File: config.mk
export PLATFORM = sky130hd
export DESIGN_NAME = rwl_read_seq_flat
export DESIGN_NICKNAME = d
export VERILOG_FILES = /design/src/rtl/rwl_read_seq_if.sv /design/src/rtl/rwl_read_seq.sv /design/src/flat_wrapper.sv
export SDC_FILE = /design/constraint.sdc
export NUM_CORES = 1
export LEC_CHECK = 0
export ABC_AREA = 1
export CAP_MARGIN = 5
export CORE_UTILIZATION = 50
export DETAILED_ROUTE_END_ITERATION = 10
export PLACE_DENSITY = 0.89
export SYNTH_ARGS = -nofsm -noshare
export SYNTH_HDL_FRONTEND = slang
export SYNTH_SLANG_ARGS = --single-unit
File: constraint.sdc
create_clock -name clk -period 1.9 [get_ports clk]
set_input_delay 0.38 -clock clk [delete_from_list [all_inputs] [get_ports clk]]
set_output_delay 0.38 -clock clk [all_outputs]
set_load 0.05 [all_outputs]
File: src/rtl/rwl_read_seq_if.sv
// ---------------------------------------------------------------------------
// rwl_read_seq_if
// Request/response handshake bundle between the macro read-port logic and
// the read-wordline sequencer.
//
//   req_valid  read request valid            (master -> slave)
//   req_ready  sequencer can take a request  (slave  -> master)
//   req_addr   row to read, AW bits          (master -> slave)
//   rsp_valid  response valid                (slave  -> master)
//   rsp_ready  response consumer ready       (master -> slave)
//   rsp_data   captured read word, DW bits   (slave  -> master)
//   rsp_addr   row the response belongs to   (slave  -> master)
//   rsp_err    requested row was out of range(slave  -> master)
// ---------------------------------------------------------------------------
interface rwl_read_seq_if #(
  parameter int AW = 4,
  parameter int DW = 16
);
  logic          req_valid;
  logic          req_ready;
  logic [AW-1:0] req_addr;
  logic          rsp_valid;
  logic          rsp_ready;
  logic [DW-1:0] rsp_data;
  logic [AW-1:0] rsp_addr;
  logic          rsp_err;

  // Read-port logic side: issues requests, consumes responses.
  modport master (
    output req_valid, req_addr, rsp_ready,
    input  req_ready, rsp_valid, rsp_data, rsp_addr, rsp_err
  );

  // Sequencer side: accepts requests, produces responses.
  modport slave (
    input  req_valid, req_addr, rsp_ready,
    output req_ready, rsp_valid, rsp_data, rsp_addr, rsp_err
  );
endinterface

File: src/rtl/rwl_read_seq.sv
// ---------------------------------------------------------------------------
// rwl_read_seq
// Read-wordline sequencer for the standard-cell memory array. One read at a
// time: precharge the read bitlines, drive a single registered one-hot read
// wordline for WL_CYC cycles, capture the bitline word and hand it back on
// the response port.
//
// Parameters
//   ROWS     number of read wordlines (width of rwl), ROWS <= 2**AW
//   AW       address width
//   DW       read data width (number of read bitlines)
//   PRE_CYC  bitline precharge cycles per read, 1..255
//   WL_CYC   wordline-high cycles per read, 1..255
//
// Ports
//   clk      clock, all state on rising edge
//   rst_n    asynchronous active-low reset
//   bus      request/response handshake (slave modport)
//   rbl_pre  read-bitline precharge enable, registered
//   rwl      one-hot read wordlines, registered, to the buffer strip
//   rbl      read-bitline data from the array
// ---------------------------------------------------------------------------
module rwl_read_seq #(
  parameter int ROWS    = 16,
  parameter int AW      = 4,
  parameter int DW      = 16,
  parameter int PRE_CYC = 1,
  parameter int WL_CYC  = 2
) (
  input  logic             clk,
  input  logic             rst_n,
  rwl_read_seq_if.slave    bus,
  output logic             rbl_pre,
  output logic [ROWS-1:0]  rwl,
  input  logic [DW-1:0]    rbl
);

  typedef enum logic [1:0] {
    IDLE = 2'd0,
    PRE  = 2'd1,
    WL   = 2'd2,
    RSP  = 2'd3
  } state_t;

  // Counter reload values; the counter runs down to zero, so a phase of
  // N cycles loads N-1.
  localparam logic [7:0] PRE_LOAD = 8'(PRE_CYC - 1);
  localparam logic [7:0] WL_LOAD  = 8'(WL_CYC - 1);

  state_t          state, state_n;
  logic [7:0]      cnt, cnt_n;
  logic [AW-1:0]   addr_q, addr_n;
  logic            in_range_q, in_range_n;
  logic            rbl_pre_n;
  logic [ROWS-1:0] rwl_n;
  logic            rsp_valid_q, rsp_valid_n;
  logic [DW-1:0]   rsp_data_q, rsp_data_n;
  logic [AW-1:0]   rsp_addr_q, rsp_addr_n;
  logic            rsp_err_q, rsp_err_n;

  logic            cnt_zero;
  logic            rsp_done;
  logic            accept;
  logic            req_in_range;
  logic [ROWS-1:0] onehot;

  assign cnt_zero = (cnt == 8'd0);
  assign rsp_done = (state == RSP) && bus.rsp_ready;

  // Ready in IDLE, and also in RSP on the cycle the response is consumed so
  // a new read can start on the handshake edge itself. That keeps
  // back-to-back reads at PRE_CYC + WL_CYC + 1 cycles.
  assign bus.req_ready = (state == IDLE) || rsp_done;
  assign accept        = bus.req_valid && bus.req_ready;

  // Out-of-range rows still run full timing but never raise a wordline.
  assign req_in_range = (32'(bus.req_addr) < ROWS);
  assign onehot       = in_range_q ? (ROWS'(1) << addr_q) : '0;

  assign bus.rsp_valid = rsp_valid_q;
  assign bus.rsp_data  = rsp_data_q;
  assign bus.rsp_addr  = rsp_addr_q;
  assign bus.rsp_err   = rsp_err_q;

  // State and all registered outputs. Reset is asynchronous so the wordline
  // and precharge drop the instant rst_n falls, even mid-read.
  always_ff @(posedge clk or negedge rst_n) begin
    if (!rst_n) begin
      state       <= IDLE;
      cnt         <= 8'd0;
      addr_q      <= '0;
      in_range_q  <= 1'b0;
      rbl_pre     <= 1'b0;
      rwl         <= '0;
      rsp_valid_q <= 1'b0;
      rsp_data_q  <= '0;
      rsp_addr_q  <= '0;
      rsp_err_q   <= 1'b0;
    end else begin
      state       <= state_n;
      cnt         <= cnt_n;
      addr_q      <= addr_n;
      in_range_q  <= in_range_n;
      rbl_pre     <= rbl_pre_n;
      rwl         <= rwl_n;
      rsp_valid_q <= rsp_valid_n;
      rsp_data_q  <= rsp_data_n;
      rsp_addr_q  <= rsp_addr_n;
      rsp_err_q   <= rsp_err_n;
    end
  end

  // Next-state logic: precharge, wordline and response phases in order;
  // a response handshake may chain straight into the next precharge.
  always_comb begin
    state_n = state;
    case (state)
      IDLE: if (accept)   state_n = PRE;
      PRE:  if (cnt_zero) state_n = WL;
      WL:   if (cnt_zero) state_n = RSP;
      RSP:  if (rsp_done) state_n = accept ? PRE : IDLE;
      default:            state_n = IDLE;
    endcase
  end

  // Next values of the counter and registered outputs. Everything holds by
  // default, which keeps rwl and the response fields stable between the
  // phase edges that are allowed to change them.
  always_comb begin
    cnt_n       = cnt;
    addr_n      = addr_q;
    in_range_n  = in_range_q;
    rbl_pre_n   = rbl_pre;
    rwl_n       = rwl;
    rsp_valid_n = rsp_valid_q;
    rsp_data_n  = rsp_data_q;
    rsp_addr_n  = rsp_addr_q;
    rsp_err_n   = rsp_err_q;

    case (state)
      IDLE: begin
        if (accept) begin
          addr_n     = bus.req_addr;
          in_range_n = req_in_range;
          cnt_n      = PRE_LOAD;
          rbl_pre_n  = 1'b1;
        end
      end

      PRE: begin
        if (cnt_zero) begin
          rbl_pre_n = 1'b0;
          rwl_n     = onehot;
          cnt_n     = WL_LOAD;
        end else begin
          cnt_n = cnt - 8'd1;
        end
      end

      WL: begin
        if (cnt_zero) begin
          rwl_n       = '0;
          rsp_valid_n = 1'b1;
          rsp_data_n  = in_range_q ? rbl : '0;
          rsp_addr_n  = addr_q;
          rsp_err_n   = !in_range_q;
        end else begin
          cnt_n = cnt - 8'd1;
        end
      end

      RSP: begin
        if (rsp_done) begin
          rsp_valid_n = 1'b0;
          if (accept) begin
            addr_n     = bus.req_addr;
            in_range_n = req_in_range;
            cnt_n      = PRE_LOAD;
            rbl_pre_n  = 1'b1;
          end
        end
      end

      default: begin
        cnt_n = 8'd0;
      end
    endcase
  end

endmodule

File: src/flat_wrapper.sv
// flat-port wrapper written by rule: the top's interface ports become plain ports
module rwl_read_seq_flat 
#(
  parameter int ROWS    = 16,
  parameter int AW      = 4,
  parameter int DW      = 16,
  parameter int PRE_CYC = 1,
  parameter int WL_CYC  = 2
)
  (clk, rst_n, rbl_pre, rwl, rbl, bus_req_valid, bus_req_addr, bus_rsp_ready, bus_req_ready, bus_rsp_valid, bus_rsp_data, bus_rsp_addr, bus_rsp_err);
  rwl_read_seq_if #(.AW(AW), .DW(DW)) bus_i ();
  input  logic clk;
  input  logic rst_n;
  output logic rbl_pre;
  output logic [ROWS-1:0] rwl;
  input  logic [DW-1:0] rbl;
  input wire logic [$bits(bus_i.req_valid)-1:0] bus_req_valid;
  input wire logic [$bits(bus_i.req_addr)-1:0] bus_req_addr;
  input wire logic [$bits(bus_i.rsp_ready)-1:0] bus_rsp_ready;
  output wire logic [$bits(bus_i.req_ready)-1:0] bus_req_ready;
  output wire logic [$bits(bus_i.rsp_valid)-1:0] bus_rsp_valid;
  output wire logic [$bits(bus_i.rsp_data)-1:0] bus_rsp_data;
  output wire logic [$bits(bus_i.rsp_addr)-1:0] bus_rsp_addr;
  output wire logic [$bits(bus_i.rsp_err)-1:0] bus_rsp_err;
  assign bus_i.req_valid = bus_req_valid;
  assign bus_i.req_addr = bus_req_addr;
  assign bus_i.rsp_ready = bus_rsp_ready;
  assign bus_req_ready = bus_i.req_ready;
  assign bus_rsp_valid = bus_i.rsp_valid;
  assign bus_rsp_data = bus_i.rsp_data;
  assign bus_rsp_addr = bus_i.rsp_addr;
  assign bus_rsp_err = bus_i.rsp_err;
  rwl_read_seq #(.ROWS(ROWS), .AW(AW), .DW(DW), .PRE_CYC(PRE_CYC), .WL_CYC(WL_CYC)) u_core (.clk(clk), .rst_n(rst_n), .bus(bus_i), .rbl_pre(rbl_pre), .rwl(rwl), .rbl(rbl));
endmodule
==> results_dict.tcl <==
set metrics [dict create \
    status "finished, final reports clean" \
    cap_violations 0 \
    power_leakage_nw 1.83 \
    first_iteration_detailed_routing_drc_count 163 \
    worstMarginPinSlew_ns 0.644 \
    floorplan.core_area_mm2 0.00514 \
    port-buffer-count 63 \
    detailroute.via_count 2331 \
    share_of_synthesized_area_occupied_by_flip_flops_and_latches_pct 50.4 \
    cts_max_path_buffers 2 \
    finClkSkew_ns 0.00990 \
    layout.cell_area.non_filler_mm2 0.00356 \
    filler_cell_count 411 \
    upper_clock_frequency_limit_mhz 534 \
    die-area_mm2 0.00565 \
    groute.layer.met1.usage_pct 28.7 \
    routing_usage_on_met3_pct 4.42 \
    worstPathCellList "clkdlybuf4s50_1" \
    fin_util_pct 69.3 \
    finalSetupViolations 0 \
    cp_slowest_cell "clkdlybuf4s50_1" \
    cp_max_stage_delay_ns 0.82 \
    cts_root_buf "clkbuf_8" \
    timing.final.crit_share_pct 98.6 \
    postSynthNetCount 338 \
    cts_buffers 5 \
    syn2layout_area_growth_pct 32.9 \
    r2r_cells 8 \
    yosys_register_bits 54 \
    clock_latency_ns 0.30 \
    detail_route.wirelength_mm 6.50 \
    drive_above_1_share_pct 17.3 \
    crit_cells 1 \
    first_pass_grt_wire_length_mm 9.58 \
    rsz0062_at_grt "yes" \
    timing.reg2reg.setup_slack_ns 0.09 \
    post_synth_inst_count 308 \
    worst_r2r_endpoint "u_core.cnt[7]$_DFFE_PN0P_" \
    hold_viol 0 \
    tns_ns 0 \
    cts_tree "built" \
    register_area_mm2 0.00135 \
    syn_avg_cell_area_um2 8.70 \
    global_route.usage.total_pct 22.7 \
    mapped_cell_area_mm2 0.00268 \
    p_per_area_mw_per_mm2 2040 \
    placed_area_mm2 0.00338 \
    critical_path.reg2reg.startpoint "u_core.state[0]$_DFFE_PN0P_" \
    first_global_vias 2110 \
    overflow 0 \
    detail_route.wl_per_cell_um 14.4 \
    drt_drc_violations_left 0 \
    worst_slew_margin_rel_pct 56.9 \
    multi_input_comb_area_mm2 0.00117 \
    nNetsFinal 412 \
    critPathLaunchType "register" \
    grt-busiest-layer "met2" \
    chipWidth_um 75.2 \
    timing.critical_path.arrival_ns 1.49 \
    timing.critical_path.required_ns 1.52 \
    firstDrtPassIters 4 \
    timing.critical_path.to "bus_rsp_err" \
    routabilityCongestion 0.917 \
    n_antenna_cell 0 \
    post_synth_num_cell_types 26 \
    final_total_power_w 0.00728 \
    critPathKind "reg -> out" \
    clock_edge_transition_at_the_registers_on_the_reported_setup_and_hold_paths_ns 0.09 \
    grt_util_met2_pct 38.7 \
    std_cell_rows 26 \
    clkSinkCount 54 \
    die_height_um 75.2 \
    detailed_place_hpwl_mm 4.33 \
    hp-class "in -> async" \
    cts_htree_levels 2 \
    worst_setup_path_end_kind "output port" \
    path_buf_inv 1 \
    io-pin-count 64 \
    finalCriticalPeriod_ns 1.87 \
    pin_count_of_the_biggest_net_entering_global_routing 37 \
    vdd_ir_drop_max_uv 1190 \
    route.antenna.remaining_nets 0 \
    yosysWarnings 0 \
    initial_utilization_pct 52.1 \
    avgViaCountPerCell 5.16 \
    crit_family "buffers and inverters" \
    maxSlewViolCount 0 \
    grt_antenna_before_repair 0 \
    critical_path.startpoint "u_core.bus.rsp_err$_DFFE_PN0P_" \
    hold_buffers 0 \
    cp_max_fo 2 \
]
cells in the mapped netlist:
| master | instances | area (um^2) |
|---|---|---|
| a21boi_2 | 1 | 11.3 |
| a21oi_1 | 5 | 25.0 |
| a21oi_2 | 1 | 8.76 |
| buf_6 | 7 | 78.8 |
| clkbuf_2 | 1 | 5.00 |
| dfrtp_1 | 54 | 1350 |
| ha_1 | 6 | 75.1 |
| inv_1 | 22 | 82.6 |
| inv_2 | 2 | 7.51 |
| nand2_1 | 127 | 477 |
| nand2_2 | 3 | 18.8 |
| nand3_1 | 11 | 55.1 |
| nand3_2 | 1 | 10.0 |
| nand3_4 | 1 | 17.5 |
| nand4_1 | 3 | 18.8 |
| nor2_1 | 10 | 37.5 |
| nor2_2 | 3 | 18.8 |
| nor2_4 | 3 | 33.8 |
| nor3_1 | 8 | 40.0 |
| nor3_2 | 2 | 20.0 |
| o211ai_2 | 1 | 12.5 |
| o21ai_0 | 12 | 60.1 |
| o21ai_1 | 1 | 5.00 |
| o21ai_2 | 20 | 175 |
| o21ai_4 | 1 | 16.3 |
| xor2_1 | 2 | 17.5 |
registers in the layout (all words and copies together) (netlist names):
| signal | flops |
|---|---|
| u_core.rwl | 16 |
| u_core.in_range_q | 1 |
| u_core.addr_q | 4 |
| u_core.rbl_pre | 1 |
| u_core.bus.rsp_data | 16 |
| u_core.bus.rsp_err | 1 |
| u_core.bus.rsp_valid | 1 |
| u_core.bus.rsp_addr | 4 |
| u_core.cnt | 8 |
| u_core.state | 2 |
what timing repair did:
action                                  CTS  global route
endpoints found under the setup margin    6            30
resized for setup                         0            13
buffers inserted                          0             3
cloned                                    0             1
pin swaps                                 1             2
placed cells by master (no fill, tap or decap):
cell	instances
nand3_1	11
dlymetal6s2s_1	9
nor2_1	10
clkdlybuf4s50_1	48
o21ai_2	20
xor2_1	2
o211ai_2	1
nand3_4	1
nand3_2	1
ha_1	6
inv_1	21
buf_2	1
o21ai_4	2
nand2_1	126
a21oi_2	1
clkbuf_8	6
nand2_2	4
o21ai_0	12
a21oi_1	5
nor3_2	2
o21ai_1	1
dfrtp_1	54
bufinv_16	1
nand4_1	3
buf_6	1
nor2_2	3
buf_4	13
nor3_1	8
inv_2	3
buf_12	2
a21boi_2	1
nor2_4	3
layer usage:
metal / routed length [um] / part of all wire (%)
met1: 2580 / 40
met2: 3370 / 52
met3: 403 / 6.2
met4: 157 / 2.4
met5: 0 / 0
kinds of logic after synthesis:
kind of cell               Yosys count  synth area share (%)
and+or+nand+nor                    172                  27.9
adders and majority gates            6                  2.80
xor gates and xnor gates             2                 0.654
AOI/OAI and AO/OA                   42                  11.7
DFF                                 54                  50.4
buffers and inverters               32                  6.49
how the worst min path moves through the flow:
stage	endpoint	cells after the start	slack (ns)
floorplan	u_core.addr_q[0]$_DFFE_PN0P_	0	0.08
global placement	u_core.rwl[12]$_DFFE_PN0P_	1	0.36
detailed placement	u_core.rwl[12]$_DFFE_PN0P_	1	0.37
CTS	u_core.bus.rsp_addr[0]$_DFFE_PN0P_	1	0.04
global route	u_core.bus.rsp_addr[0]$_DFFE_PN0P_	1	0.06
finish	u_core.bus.rsp_addr[0]$_DFFE_PN0P_	1	0.03
final cells by class:
type | count | share of cell area [%]
Clock buffer | 6 | 2.32
Clock inverter | 1 | 0.843
Inverter | 24 | 2.53
Multi-Input combinational cell | 223 | 32.9
Sequential cell | 54 | 37.9
Tap cell | 70 | 2.46
Timing Repair Buffer | 74 | 21.0
per-stage QoR:
step | instances | hold WS, ns | setup slack [ns]
floorplan | 308 | 0.0844 | 0.191
global placement | 441 | 0.357 | 0.116
detailed placement | 441 | 0.368 | 0.0220
CTS | 448 | 0.0414 | 0.000117
global route | 452 | 0.0571 | -0.0225
finish | 452 | 0.0253 | 0.0269
power breakdown:
| group | switching, W | internal (W) |
|---|---|---|
| Combinational | 0.00309 | 0.00148 |
| Sequential | 0.000317 | 0.00162 |
| Clock | 0.000353 | 0.000422 |
Power figures use the tool's default switching activity.
